$ cat src/rtl/spi_mcu_link.sv
// NDN router <-> MCU serial link: router is the slave. It deframes interests from mosi into a
// one-entry holding register and serialises PIT data packets onto miso. Optional macro MCU_PARITY_EN.
module spi_mcu_link #(
  parameter int PREFIX_W   = 64,
  parameter int LEN_W      = 6,
  parameter int DATA_BYTES = 32
) (
  input  logic                    clk,
  input  logic                    rst,
  input  logic                    cs,
  input  logic                    mosi,
  output logic                    miso,
  output logic                    rx_valid,
  input  logic                    rx_ready,
  output logic [LEN_W-1:0]        rx_length,
  output logic [PREFIX_W-1:0]     rx_prefix,
  output logic                    rx_frame_err,
  output logic                    rx_overflow,
  output logic                    rx_parity_err,
  input  logic                    tx_valid,
  output logic                    tx_ready,
  input  logic [PREFIX_W-1:0]     tx_prefix,
  input  logic [DATA_BYTES*8-1:0] tx_data,
  output logic                    tx_busy
);

  localparam int DATA_W = DATA_BYTES * 8;
  localparam int SH_W   = PREFIX_W + DATA_W;
  localparam int MAX_PL = (PREFIX_W > LEN_W) ? PREFIX_W : LEN_W;
  localparam int MAX_W  = (DATA_W > MAX_PL) ? DATA_W : MAX_PL;
  localparam int CW     = (MAX_W > 1) ? $clog2(MAX_W) : 1;

  localparam logic [2:0] R_IDLE = 3'd0;
  localparam logic [2:0] R_TYPE = 3'd1;
  localparam logic [2:0] R_LEN  = 3'd2;
  localparam logic [2:0] R_PFX  = 3'd3;
  localparam logic [2:0] R_PAR  = 3'd4;
  localparam logic [2:0] R_STOP = 3'd5;

  localparam logic [2:0] T_IDLE  = 3'd0;
  localparam logic [2:0] T_START = 3'd1;
  localparam logic [2:0] T_TYPE  = 3'd2;
  localparam logic [2:0] T_PFX   = 3'd3;
  localparam logic [2:0] T_DATA  = 3'd4;
  localparam logic [2:0] T_PAR   = 3'd5;
  localparam logic [2:0] T_STOP  = 3'd6;

  logic [2:0]          r_rx_state;
  logic [CW-1:0]       r_rx_cnt;
  logic                r_rx_type;
  logic                r_rx_valid;
  logic [LEN_W-1:0]    r_rx_length;
  logic [PREFIX_W-1:0] r_rx_prefix;
  logic                r_rx_ferr;
  logic                r_rx_ovf;
  logic [LEN_W-1:0]    r_rx_len_sh;
  logic [PREFIX_W-1:0] r_rx_pfx_sh;

  logic [2:0]          r_tx_state;
  logic [CW-1:0]       r_tx_cnt;
  logic [SH_W-1:0]     r_tx_sh;
  logic                w_tx_ready;
  logic                w_tx_hs;
  logic                w_miso;

`ifdef MCU_PARITY_EN
  logic                r_rx_par;
  logic                r_rx_par_bad;
  logic                r_rx_perr;
  logic                r_tx_par;
`endif

  assign w_tx_ready = (r_tx_state == T_IDLE);
  assign w_tx_hs    = tx_valid && w_tx_ready;

  assign rx_valid     = r_rx_valid;
  assign rx_length    = r_rx_length;
  assign rx_prefix    = r_rx_prefix;
  assign rx_frame_err = r_rx_ferr;
  assign rx_overflow  = r_rx_ovf;
  assign tx_ready     = w_tx_ready;
  assign tx_busy      = !w_tx_ready;
  assign miso         = w_miso;
`ifdef MCU_PARITY_EN
  assign rx_parity_err = r_rx_perr;
`else
  assign rx_parity_err = 1'b0;
`endif

  // RX deframer and holding register
  always_ff @(posedge clk or negedge rst) begin
    if (!rst) begin
      r_rx_state  <= R_IDLE;
      r_rx_cnt    <= '0;
      r_rx_type   <= 1'b0;
      r_rx_valid  <= 1'b0;
      r_rx_length <= '0;
      r_rx_prefix <= '0;
      r_rx_ferr   <= 1'b0;
      r_rx_ovf    <= 1'b0;
`ifdef MCU_PARITY_EN
      r_rx_perr   <= 1'b0;
`endif
    end else begin
      r_rx_ferr <= 1'b0;
      r_rx_ovf  <= 1'b0;
`ifdef MCU_PARITY_EN
      r_rx_perr <= 1'b0;
`endif
      if (r_rx_valid && rx_ready) r_rx_valid <= 1'b0;
      if (r_rx_state != R_IDLE && cs) begin
        r_rx_state <= R_IDLE;
        r_rx_ferr  <= 1'b1;
      end else begin
        case (r_rx_state)
          R_IDLE: if (!cs && !mosi) r_rx_state <= R_TYPE;
          R_TYPE: begin
            r_rx_type  <= mosi;
            r_rx_cnt   <= CW'(LEN_W - 1);
            r_rx_state <= R_LEN;
          end
          R_LEN: begin
            if (r_rx_cnt == '0) begin
              r_rx_cnt   <= CW'(PREFIX_W - 1);
              r_rx_state <= R_PFX;
            end else begin
              r_rx_cnt <= r_rx_cnt - CW'(1);
            end
          end
          R_PFX: begin
            if (r_rx_cnt == '0) begin
`ifdef MCU_PARITY_EN
              r_rx_state <= R_PAR;
`else
              r_rx_state <= R_STOP;
`endif
            end else begin
              r_rx_cnt <= r_rx_cnt - CW'(1);
            end
          end
          R_PAR: r_rx_state <= R_STOP;
          R_STOP: begin
            r_rx_state <= R_IDLE;
            if (!mosi) begin
              r_rx_ferr <= 1'b1;
            end else if (r_rx_type) begin
`ifdef MCU_PARITY_EN
              if (r_rx_par_bad) r_rx_perr <= 1'b1;
              else
`endif
              if (r_rx_valid && !rx_ready) begin
                r_rx_ovf <= 1'b1;
              end else begin
                // a pop in this same cycle is overridden by the new load
                r_rx_valid  <= 1'b1;
                r_rx_length <= r_rx_len_sh;
                r_rx_prefix <= r_rx_pfx_sh;
              end
            end
          end
          default: r_rx_state <= R_IDLE;
        endcase
      end
    end
  end

  always_ff @(posedge clk) begin
    if (r_rx_state == R_LEN) r_rx_len_sh <= LEN_W'({r_rx_len_sh, mosi});
    if (r_rx_state == R_PFX) r_rx_pfx_sh <= PREFIX_W'({r_rx_pfx_sh, mosi});
    if (w_tx_hs)
      r_tx_sh <= {tx_prefix, tx_data};
    else if (r_tx_state == T_PFX || r_tx_state == T_DATA)
      r_tx_sh <= SH_W'({r_tx_sh, 1'b0});
  end

`ifdef MCU_PARITY_EN
  always_ff @(posedge clk or negedge rst) begin
    if (!rst) begin
      r_rx_par     <= 1'b0;
      r_rx_par_bad <= 1'b0;
      r_tx_par     <= 1'b0;
    end else begin
      case (r_rx_state)
        R_IDLE:               r_rx_par     <= 1'b0;
        R_TYPE, R_LEN, R_PFX: r_rx_par     <= r_rx_par ^ mosi;
        R_PAR:                r_rx_par_bad <= r_rx_par ^ mosi;
        default: ;
      endcase
      // type bit is always 0 on TX, so it never changes the parity
      if (r_tx_state == T_IDLE)
        r_tx_par <= 1'b0;
      else if (r_tx_state == T_PFX || r_tx_state == T_DATA)
        r_tx_par <= r_tx_par ^ r_tx_sh[SH_W-1];
    end
  end
`endif

  // TX serialiser
  always_ff @(posedge clk or negedge rst) begin
    if (!rst) begin
      r_tx_state <= T_IDLE;
      r_tx_cnt   <= '0;
    end else begin
      case (r_tx_state)
        T_IDLE:  if (tx_valid) r_tx_state <= T_START;
        T_START: r_tx_state <= T_TYPE;
        T_TYPE: begin
          r_tx_cnt   <= CW'(PREFIX_W - 1);
          r_tx_state <= T_PFX;
        end
        T_PFX: begin
          if (r_tx_cnt == '0) begin
            r_tx_cnt   <= CW'(DATA_W - 1);
            r_tx_state <= T_DATA;
          end else begin
            r_tx_cnt <= r_tx_cnt - CW'(1);
          end
        end
        T_DATA: begin
          if (r_tx_cnt == '0) begin
`ifdef MCU_PARITY_EN
            r_tx_state <= T_PAR;
`else
            r_tx_state <= T_STOP;
`endif
          end else begin
            r_tx_cnt <= r_tx_cnt - CW'(1);
          end
        end
        T_PAR:   r_tx_state <= T_STOP;
        T_STOP:  r_tx_state <= T_IDLE;
        default: r_tx_state <= T_IDLE;
      endcase
    end
  end

  // miso is decoded from state so reset forces the idle-high level immediately
  always_comb begin
    w_miso = 1'b1;
    case (r_tx_state)
      T_START, T_TYPE: w_miso = 1'b0;
      T_PFX, T_DATA:   w_miso = r_tx_sh[SH_W-1];
`ifdef MCU_PARITY_EN
      T_PAR:           w_miso = r_tx_par;
`else
      T_PAR:           w_miso = 1'b1;
`endif
      default:         w_miso = 1'b1;
    endcase
  end

endmodule
$ cat config.mk
export PLATFORM = sky130hd
export DESIGN_NAME = spi_mcu_link
export DESIGN_NICKNAME = d
export VERILOG_FILES = /design/src/rtl/spi_mcu_link.sv
export SDC_FILE = /design/constraint.sdc
export NUM_CORES = 1
export LEC_CHECK = 0
export CAP_MARGIN = 20
export CORE_ASPECT_RATIO = 0.5
export CORE_UTILIZATION = 44
export CTS_BUF_LIST = sky130_fd_sc_hd__clkbuf_4 sky130_fd_sc_hd__clkbuf_8 sky130_fd_sc_hd__clkbuf_16
export DETAILED_ROUTE_END_ITERATION = 16
export PLACE_DENSITY = 0.8
export SYNTH_ARGS = -nofsm -noshare
export SYNTH_HDL_FRONTEND = slang
export SYNTH_SLANG_ARGS = --single-unit
$ cat constraint.sdc
create_clock -name clk -period 6.25 [get_ports clk]
set_input_delay 0.625 -clock clk [delete_from_list [all_inputs] [get_ports clk]]
set_output_delay 0.625 -clock clk [all_outputs]
set_load 0.03 [all_outputs]
; ---- Word-level counts from Yosys, hierarchy flattened
; Cells that the tools add are included.
; Widths: inputs -> output; s select.
[classes]
n_mux = 32
shifts = 0
magnitude_cmp = 0
n_reduce_logical = 26
bitwise = 2
n_mul = 0
n_eq_ne = 18
n_addsub = 2
div = 0
[op_table]
columns = op, n
row1 = $mux 320, 2
row2 = $pmux 8 s3, 2
row3 = $mux 8, 4
row4 = $mux 3, 7
row5 = $pmux 3 s6, 1
row6 = $logic_not 8->1, 2
row7 = $sub 8x1->8 const B, 2
row8 = $pmux 3 s5, 1
row9 = $mux 1, 14
row10 = $eq 3x2->1 const B, 4
row11 = $eq 3x3->1 const B, 4
row12 = $ne 3x3->1 const B, 3
row13 = $reduce_and 3->1, 3
row14 = $reduce_bool 3->1, 3
row15 = $eq 3x1->1 const B, 2
row16 = $logic_not 3->1, 2
row17 = $ne 2x2->1 const B, 3
row18 = $logic_and 1x1->1, 5
row19 = $reduce_and 5->1, 1
row20 = $logic_not 1->1, 4
row21 = $ne 2x1->1 const B, 2
row22 = $reduce_and 2->1, 2
row23 = $reduce_or 2->1, 2
row24 = $not 1->1, 2
row25 = other kinds (3), 3
[totals]
register_bits = 486
output_inout_bits = 77
romBits = 0
ramBits = 0
latchBits = 0
mem_count = 0
word_cells = 93

; ---- Longest topological paths before layout
[depth]
word_depth = 7
depth_mapped = 8
depth_no_buf = 7

; ---- Least setup slack after synthesis
; Ideal clock, no wire load.
[synth_timing]
path_type = reg2reg
from = register r_tx_state[1]
to = register r_tx_sh[0], enable pin
stages_incl_launch_ff = 5
synth_period_minus_slack_ns = 5.662
path_slack_ns = 0.588
setup_time_ns = 0.570
arrival_time_ns = 5.093
n_path_buf = 2
cell_sequence = dfrtp_1 -> clkbuf_1 -> buf_1 -> nor3_1 -> a31o_2
[synth_via]
elab_chain_len = 3
word_cells_on_any_way = 6
[synth_lines]
columns = item, line_no
row1 = from (decl), 59  ; logic [2:0] r_tx_state;
row2 = from (signal assigned), 201  ; r_tx_state <= T_IDLE;
row3 = from (signal assigned), 205  ; T_IDLE: if (tx_valid) r_tx_state <= T_START;
row4 = from (signal assigned), 206  ; T_START: r_tx_state <= T_TYPE;
row5 = $eq 3x2->1 (tied with other cells), 172  ; else if (r_tx_state == T_PFX || r_tx_state == T_DATA)
row6 = $logic_or 1x1->1 or $logic_and 1x1->1 (tied branches), "172, 74"
row7 = $reduce_bool 2->1 (no line) (*), -
row8 = to (signal assigned), 171  ; r_tx_sh <= {tx_prefix, tx_data};
row9 = to (signal assigned), 173  ; r_tx_sh <= SH_W'({r_tx_sh, 1'b0});
row10 = to (decl), 61  ; logic [SH_W-1:0] r_tx_sh;
; Mark *: on every way between the ends. The rest lies on a longest branch, timed or not.
; A chain may end at the register's enable or synchronous reset.

; ---- Worst setup path after layout
[layout_timing]
from = register r_tx_state[1]
to = register r_tx_sh[30], data pin
[layout_via]
elab_chain_len = 3
[layout_lines]
columns = item, line_no
row1 = $logic_not 3->1, 73  ; assign w_tx_ready = (r_tx_state == T_IDLE);
row2 = $logic_and 1x1->1, 74  ; assign w_tx_hs = tx_valid && w_tx_ready;
row3 = $mux 320, 170  ; if (w_tx_hs)
; Every way passes these cells.

==> impl_metrics.toml <==
[power]
power_density_nw_per_um2 = 374.3
switchingPower_mw = 2.245
vdd_drop_max_v = 0.0002252
p_clk_share_pct = 29.3
p_leak_nw = 9.694
seqPwrFrac_pct = 55.7
p_comb_share_pct = 15.0
p_int_mw = 7.595
switching_share_pct = 22.82

[synthesis]
syn_area_um2 = 20400
synth_edf_count = 390
ys_ff_latch = 486
ys_seq_area_share_pct = 69.17
yosysWarnings = 0
synthArstFlopShare_pct = 19.75
synth_cells = 1095
synthFlopType = "edfxtp_1"
synth_cell_types = 61
syn_area_per_cell_um2 = 18.63
syn_nets = 1425

[layout]
syn_to_final_growth_pct = 28.85
n_fill_cell = 3487
final_layout_size_suffix_gt1_share_pct = 11.92
layout.nets = 1829

[worst_setup_path]
reg2reg_to = "r_tx_sh[30]"
r2r_cells = 5
cp.required_ns = 6.54
cp_cell_sequence = "or3_4, inv_2, and2_4, buf_12, mux2_1"
critPathSlowestCell = "buf_12"
startpoint_type = "register"
crit_path_max_incr_delay_ns = 0.62
path_class = "register to register"
crit_fanout = 167
rrSetupSlack_ns = 3.01
cp.arrival_ns = 3.53
r2r_start = "r_tx_state[1]"
worst_setup_path_end_kind = "register"

[clock_network]
clkLatencyLatePin_ns = 0.55
hold_buffers = 0
cts_setup_buffers = 0
clkSinkCount = 486
numCtsBuffers = 45
cts_tree = "done"
cts_resized = 0
cts.path.max_buffers = 3
clk_pin_slew_ns = 0.06
cts_root_buffer = "clkbuf_16"
cts.htree.levels = 2

[timing]
setup-tns-final_ns = 0
rsz0062_at_grt = "no"
clock_skew_ns = 0.01804
relSlewSlack_pct = 34.23
fmax_mhz = 308.8
finalSetupViolCount = 0
whs_ns = 0.1072
finalCritPeriodShare_pct = 51.81
period_needed_ns = 3.238
hold_violations = 0
drv_slew = 0
worst_pin_slew_ns = 0.9866
worst_slack_ns = 3.012

[flow_run]
cap_viol_max_count = 0

[global_routing]
grt_first_pass_wirelength_um = 65070
grt_max_degree = 168
gr-total-overflow = 0
track_usage_pct = 17.89
first_global_vias = 11079
antenna_found_initial = 9

[die]
start_util_pct = 44.86
die_x_um = 306.5
core_area_um2 = 45490
rows = 55
dieArea_um2 = 47290
die_h_um = 154.3
pin_count = 403

[route]
wl_per_cell_um = 19.86
dr.pass1.iters = 4
drt_wl_total_um = 43110
drtIter0Drc = 774
vias_per_cell = 5.028
via_count = 10916
drt.antenna.violating_nets = 0
post-route-drc-count = 0

[run_status]
status = "finished, final reports clean"

[place]
pre_cts_slack_ns = 2.912
dpl.hpwl_um = 29010
port_buffers = 401
routabilityCongestion = 0.8241

[min_path]
hp-class = "primary input to asynchronous set/reset pin"
cell usage in the layout (no fill, tap or decap), types with 5 or more instances in the layout:
cell / synthesis / final
nand2_1: 13 / 13
o21ai_0: 18 / 18
clkdlybuf4s50_1: 0 / 400
bufinv_16: 0 / 5
dfrtp_1: 96 / 96
or3_1: 7 / 7
mux2_4: 70 / 70
clkbuf_16: 0 / 47
a211oi_1: 5 / 5
clkinv_2: 0 / 11
inv_1: 9 / 9
mux2_1: 311 / 311
mux2_2: 10 / 10
nor2_1: 16 / 15
clkbuf_4: 0 / 10
nor3_1: 7 / 7
a21oi_1: 13 / 13
buf_4: 2 / 8
edfxtp_1: 390 / 390
diode_2: 0 / 9
state kept, by name (all words and copies together), names as in the netlist:
| signal | flops |
|---|---|
| r_rx_cnt | 8 |
| r_rx_len_sh | 6 |
| r_rx_type | 1 |
| rx_prefix | 64 |
| r_tx_cnt | 8 |
| rx_valid | 1 |
| rx_overflow | 1 |
| r_rx_pfx_sh | 64 |
| r_tx_sh | 320 |
| rx_frame_err | 1 |
| r_tx_state | 3 |
| r_rx_state | 3 |
| rx_length | 6 |
worst max-delay path: cells and delay by family (launching register included):
family,cells,cell delay [ns]
buffers and inverters,2,0.70
flip-flops,1,0.58
multiplexers,1,0.40
AND/OR/NAND/NOR,2,1.04
worst max path at each step:
stage,start,end
after floorplan,r_tx_state[1],r_tx_sh[0]
after global placement,tx_valid,r_tx_sh[313]
after detailed placement,tx_valid,r_tx_sh[2]
after CTS,r_tx_state[1],r_tx_sh[313]
after global routing,r_tx_state[1],r_tx_sh[186]
final,r_tx_state[1],r_tx_sh[30]
kinds of logic (layout without fill, tap and decap cells):
kind of cell             after synthesis  count (layout)  synth area share (%)
AO/OA/AOI/OAI                         67              67                 2.103
XOR/XNOR                               1               1               0.04293
adder cells (fa/ha/maj)                4               4                0.2453
buffers and inverters                 65             505                 3.176
flip-flops                           486             486                 69.17
multiplexers                         391             391                 22.87
other                                  1              10               0.01838
AND/OR/NAND/NOR                       80              80                 2.379
stage by stage:
stage	cell area (um^2)	std cells	utilization, %	power, mW
after global placement	24730	2079	54.36	6.917
after floorplan	20400	1095	-	6.447
final	26290	2171	57.80	9.841
after global routing	26290	2171	57.80	10.34
after CTS	26270	2162	57.75	9.965
after detailed placement	24730	2079	54.36	7.016
synthesized netlist by cell type, types with 4 or more instances:
library cell / number / area share, %
buf_12: 8 / 0.78
mux2_4: 70 / 5.2
inv_1: 9 / 0.17
clkbuf_1: 5 / 0.092
nor3_1: 7 / 0.17
ha_1: 4 / 0.25
nand4_1: 4 / 0.12
nor2_1: 16 / 0.29
nor2b_1: 4 / 0.12
dfrtp_1: 96 / 12
a211oi_1: 5 / 0.18
mux2_1: 311 / 17
nand2_1: 13 / 0.24
buf_6: 35 / 1.9
or3_1: 7 / 0.21
edfxtp_1: 390 / 57
a21oi_1: 13 / 0.32
mux2_2: 10 / 0.55
o21ai_0: 18 / 0.44
final cells by class:
type	count	area [um^2]	area share [%]
Timing Repair Buffer	411	4124	15.69
Clock buffer	60	1292	4.916
Clock inverter	23	251.5	0.9565
Tap cell	627	784.5	2.984
Inverter	11	41.29	0.1570
Antenna cell	9	22.52	0.08566
Sequential cell	486	14110	53.68
Multi-Input combinational cell	544	5662	21.53
power groups by stage:
| stage | registers, mW | logic (mW) | clock network, mW |
|---|---|---|---|
| after CTS | 5.49 | 1.50 | 2.97 |
| after global placement | 5.50 | 1.41 | 0 |
| after floorplan | 5.43 | 1.02 | 0 |
| final | 5.48 | 1.48 | 2.88 |
| after detailed placement | 5.52 | 1.50 | 0 |
| after global routing | 5.60 | 1.65 | 3.09 |
layer usage:
metal	GRT usage, %	vias up	share of wire, %
met3	3.056	60	3.8
met4	6.143	0	2.1
met5	0	-	0
met1	21.43	5618	39
li1	-	5050	-
met2	32.66	188	55
No activity file was read; power rests on OpenSTA's default activity.
